File: src/rtl/cpu_types_pkg.sv
// cpu_types_pkg: shared word, RAM status and responder state types
package cpu_types_pkg;

    typedef logic [31:0] word_t;

    typedef enum logic [1:0] {
        FREE   = 2'd0,
        BUSY   = 2'd1,
        ACCESS = 2'd2,
        ERROR  = 2'd3
    } ramstate_t;

    typedef enum logic [2:0] {
        IDLE = 3'd0,
        DACC = 3'd1,
        IACC = 3'd2,
        DHIT = 3'd3,
        IHIT = 3'd4
    } memresp_state_t;

endpackage

File: src/rtl/memory_responder.sv
// memory_responder: arbitrates instruction/data requests onto one RAM port and returns hits
// Ports: CLK/RST (async active-high); iREN/iaddr instruction read; dREN/dWEN/daddr/dstore
// data access; ihit/iload, dhit/dload one-cycle hits with registered words; err sticky
// RAM-error/timeout flag; ramREN/ramWEN/ramaddr/ramstore/ramload/ramstate RAM port.
module memory_responder
    import cpu_types_pkg::*;
#(
    parameter int TIMEOUT = 64
) (
    input  logic      CLK,
    input  logic      RST,
    input  logic      iREN,
    input  word_t     iaddr,
    input  logic      dREN,
    input  logic      dWEN,
    input  word_t     daddr,
    input  word_t     dstore,
    output logic      ihit,
    output word_t     iload,
    output logic      dhit,
    output word_t     dload,
    output logic      err,
    output logic      ramREN,
    output logic      ramWEN,
    output word_t     ramaddr,
    output word_t     ramstore,
    input  word_t     ramload,
    input  ramstate_t ramstate
);

    localparam int CW = $clog2(TIMEOUT + 1);

    memresp_state_t state_q, state_d;
    logic           last_d_q, last_d_d;
    logic           err_q, err_d;
    logic [CW-1:0]  cnt_q, cnt_d;
    word_t          iload_q, iload_d, dload_q, dload_d;
    logic           dreq, in_acc, req_held, tmo;

    always_comb begin
        dreq     = dREN | dWEN;
        in_acc   = state_q == DACC || state_q == IACC;
        req_held = state_q == DACC ? dreq : iREN;
        // Limits an access to TIMEOUT cycles; ACCESS is checked first so it wins on the last one.
        tmo      = 32'(cnt_q) + 32'd1 >= 32'(TIMEOUT);
        state_d  = state_q;
        last_d_d = last_d_q;
        err_d    = err_q;
        iload_d  = iload_q;
        dload_d  = dload_q;
        cnt_d    = in_acc && cnt_q != CW'(TIMEOUT) ? cnt_q + 1'b1 : cnt_q;
        case (state_q)
            IDLE: begin
                // Data has priority except right after a data grant, so neither side starves.
                if (dreq && (!iREN || !last_d_q)) begin
                    state_d  = DACC;
                    last_d_d = 1'b1;
                    cnt_d    = '0;
                end else if (iREN) begin
                    state_d  = IACC;
                    last_d_d = 1'b0;
                    cnt_d    = '0;
                end
            end
            DACC, IACC: begin
                if (!req_held) begin
                    state_d = IDLE;
                end else if (ramstate == ACCESS) begin
                    state_d = state_q == DACC ? DHIT : IHIT;
                    if (state_q == IACC) iload_d = ramload;
                    else if (!dWEN) dload_d = ramload;
                end else if (ramstate == ERROR || tmo) begin
                    err_d   = 1'b1;
                    state_d = IDLE;
                end
            end
            default: state_d = IDLE;
        endcase
    end

    always_ff @(posedge CLK or posedge RST) begin
        if (RST) begin
            state_q  <= IDLE;
            last_d_q <= 1'b0;
            err_q    <= 1'b0;
            cnt_q    <= '0;
            iload_q  <= '0;
            dload_q  <= '0;
        end else begin
            state_q  <= state_d;
            last_d_q <= last_d_d;
            err_q    <= err_d;
            cnt_q    <= cnt_d;
            iload_q  <= iload_d;
            dload_q  <= dload_d;
        end
    end

    // A simultaneous read+write request is served as a write only.
    assign ramWEN   = state_q == DACC && dWEN;
    assign ramREN   = (state_q == DACC && !dWEN) || state_q == IACC;
    assign ramaddr  = state_q == DACC ? daddr : state_q == IACC ? iaddr : '0;
    assign ramstore = ramWEN ? dstore : '0;
    assign ihit     = state_q == IHIT;
    assign dhit     = state_q == DHIT;
    assign iload    = iload_q;
    assign dload    = dload_q;
    assign err      = err_q;

endmodule

File: config.mk
export PLATFORM = sky130hd
export DESIGN_NAME = memory_responder
export DESIGN_NICKNAME = d
export VERILOG_FILES = /design/src/rtl/cpu_types_pkg.sv /design/src/rtl/memory_responder.sv
export SDC_FILE = /design/constraint.sdc
export NUM_CORES = 1
export LEC_CHECK = 0
export BUFFER_PORTS_ARGS = -buffer_cell sky130_fd_sc_hd__buf_4
export CORE_ASPECT_RATIO = 1.25
export CORE_MARGIN = 2
export CORE_UTILIZATION = 35
export CTS_BUF_LIST = sky130_fd_sc_hd__clkbuf_4
export DETAILED_ROUTE_END_ITERATION = 10
export PLACE_DENSITY = 0.71
export SLEW_MARGIN = 20
export SYNTH_ARGS = -nofsm -noshare
export SYNTH_HDL_FRONTEND = slang
export SYNTH_SLANG_ARGS = --single-unit
File: constraint.sdc
create_clock -name CLK -period 5.3 [get_ports CLK]
set_clock_uncertainty 0.2 [all_clocks]
set_input_delay 0.53 -clock CLK [delete_from_list [all_inputs] [get_ports CLK]]
set_output_delay 0.53 -clock CLK [all_outputs]
set_load 0.05 [all_outputs]
==> flow_summary.yaml <==
run_status:
  run_status: "finished clean"
layout:
  nets: 697
  design_area_sq_um: 5913
  drive_gt1_frac: 0.6265
  nFillCells: 908
  n_antenna_cell: 0
  utilization: 0.5654
  synthToLayoutAreaGrowth_pct: 59.61
critical_path:
  cp_data_required_time_ns: 4.57
  crit_fanout: 52
  critical_path_class: "flip-flop to output pin"
  cp_common_cell: "buf_4"
  critPathTopFamily: "simple AND/OR/NAND/NOR gates"
  startpoint_type: "flip-flop"
  worstPathCellList: "nor3b_4 > buf_4 > and3_1 > buf_4"
  crit_arrival_ns: 2.57
  worstSetupEndpointType: "output pin"
  cp.buffers_inverters: 2
  max_stage_delay_ns: 0.59
  critical-path-slowest-cell: "nor3b_4"
clock_network:
  cts_tree: "built"
  cts.path.max_buffers: 2
  cts_root_buf: "clkbuf_4"
  postCtsHoldBufs: 1
  cts_sinks: 76
  post_cts_buffers: 0
  numCtsBuffers: 9
  insertion_delay_ns: 0.43
  ctsResizeCount: 0
  clkTransAtPathRegs_ns: 0.12
  cts_htree_levels: 3
drt:
  drc_errors: 0
  post_drt_wl_per_cell_um: 20.04
  initialDrtViolationCount: 150
  wl_mm: 13.97
  viasPerCell: 5.176
  dr.pass1.iters: 5
  vias: 3608
  ant_nets: 0
yosys:
  synth_nets: 437
  syn_area_per_cell_sq_um: 12.35
  yosys_register_bits: 76
  synthesis.area_sq_um: 3705
  synth_top_area_cell: "dfrtp_1"
  synth_ff_type: "dfrtp_1"
  synth-async-reset-ratio: 1.000
  yosys_warnings: 0
  synth_top_cell_area_share: 0.5133
  yosysMostFrequentCell: "dfrtp_1"
  synthCells: 300
  synth_cell_types: 42
  ys_top_cells_by_count: "dfrtp_1 (76), mux2_2 (63), and3_1 (34)"
  synth_edf_count: 0
  synth_seq_area_share: 0.5133
  ys_top_cells_by_area: "dfrtp_1 (51%), mux2_2 (19%), a22o_1 (7.6%)"
floorplan:
  die-area_sq_um: 11430
  core_sq_um: 10460
  die_x_um: 96.02
  rows: 42
  start_util: 0.3543
  io_pins: 268
  die_h_um: 119.0
power:
  p_sw_mw: 2.180
  p_sw_frac: 0.5492
  pwr-share-seq: 0.244
  p_int_mw: 1.789
  p_comb_frac: 0.679
  clockPowerShare: 0.076
  power.density_nw_per_um2: 671.3
  ir_worst_vdd_mv: 0.4343
  power_leakage_nw: 3.193
min_path:
  hp-class: "primary input to flip-flop"
sta:
  maxSlewHeadroom: 0.3701
  rsz0062_at_grt: "no"
  period_needed_ns: 3.302
  hold_viol_final: 0
  worstMarginPinSlew_ns: 0.9437
  report.final.setup_viol: 0
  tns_ns: 0
  slew_viol_final: 0
  timing.fmax_mhz: 302.9
  fin_crit_sh: 0.6230
global_routing:
  grt_pass1_vias: 3640
  grt_max_degree: 67
  antenna_found_initial: 0
  gr-total-overflow: 0
  grt_first_pass_wirelength_mm: 19.58
  track_usage: 0.2315
place:
  hpwl_mm: 10.87
  place_area_sq_um: 5792
  port_buffers: 267
  place_congestion: 0.8426
flow_run:
  drv_cap: 0
[worst paths after layout]
check / start / endpoint / slack, ns / cells past startpoint
setup / recovery: state_q[1] / ramstore[2] / 2.00 / 4
max in group asynchronous: RST / dload[21] / 3.46 / 4
hold reg to reg: last_d_q / last_d_q / 0.31 / 1
setup reg to reg: state_q[1] / cnt_q[6] / 2.56 / 5
min in group asynchronous: RST / dload[11] / 0.37 / 3
hold / removal: iREN / last_d_q / 0.12 / 2
[power by group through the flow]
stage               Clock, mW  Sequential, mW  Combinational (mW)
finish                  0.302           0.971                2.70
detailed placement          0           0.983                2.70
CTS                     0.315           0.973                2.71
floorplan                   0            1.76                1.07
global placement            0           0.964                2.68
global route            0.336            1.00                2.79
[sequential cells by signal, indices dropped and copies added (netlist names)]
| signal | flops |
|---|---|
| state_q | 3 |
| last_d_q | 1 |
| iload | 32 |
| cnt_q | 7 |
| err | 1 |
| dload | 32 |
[logic make-up (layout without fill, tap and decap cells)]
group                      count (synthesis)  in the layout  share of synthesized area
and+or+nand+nor                           68             68                     0.1138
AOI/OAI and AO/OA                         55             55                     0.1185
muxes                                     66             66                     0.1999
buffers and inverters                     29            294                    0.03816
adders and majority gates                  2              2                   0.006753
xor gates and xnor gates                   4              4                   0.009458
DFF                                       76             76                     0.5133
[metrics by stage]
stage          setup WS (ns)  power, mW  cells  hold WS [ns]
2_1_floorplan          2.632      2.832    300        0.2588
3_3_place_gp           2.575      3.640    680        0.2564
3_5_place_dp           2.534      3.684    680        0.2684
4_1_cts                2.023      3.996    697       0.08226
5_1_grt                1.858      4.129    697       0.09721
6_report               1.998      3.970    697        0.1178
[routing by layer]
layer	global-route usage	vias to the layer above	wire length (um)
met5	0	-	0
met4	0.07054	0	210
met3	0.1113	16	1984
met2	0.3798	203	6757
met1	0.2628	1768	5014
li1	-	1621	-
[layout by cell type (no fill, tap or decap), types with 2 or more instances in the layout]
master and n:
a21oi_1 4, a22o_1 32, a22oi_1 2, a41oi_1 2, and2_1 3, and3_1 34
buf_4 270, clkbuf_4 11, clkinv_1 2, dfrtp_1 76, ha_1 2, inv_1 6
mux2_2 63, mux2i_1 2, nand2_1 3, nand2b_1 2, nor2_1 11, nor3_1 2
o211ai_1 3, o21a_1 3, o21ai_0 3, or2_2 2, xor2_1 3
[cell type report]
class	instances	area, sq um	share of cell area
multi-input cells	195	1672	0.2827
clock inverters	5	28.78	0.004867
repair buffers	271	2037	0.3445
flip-flops and latches	76	1902	0.3216
inverters	7	26.28	0.004444
well taps	132	165.2	0.02793
clock buffers	11	82.58	0.01397
[worst register-to-register path, stage by stage, from the launching register on]
cell and delay (ns):
dfrtp_1 0.51, nor3b_4 0.59, buf_4 0.55, a2bb2oi_1 0.47, a41oi_1 0.19, o21a_1 0.13
No activity file was read; power rests on OpenSTA's default activity.
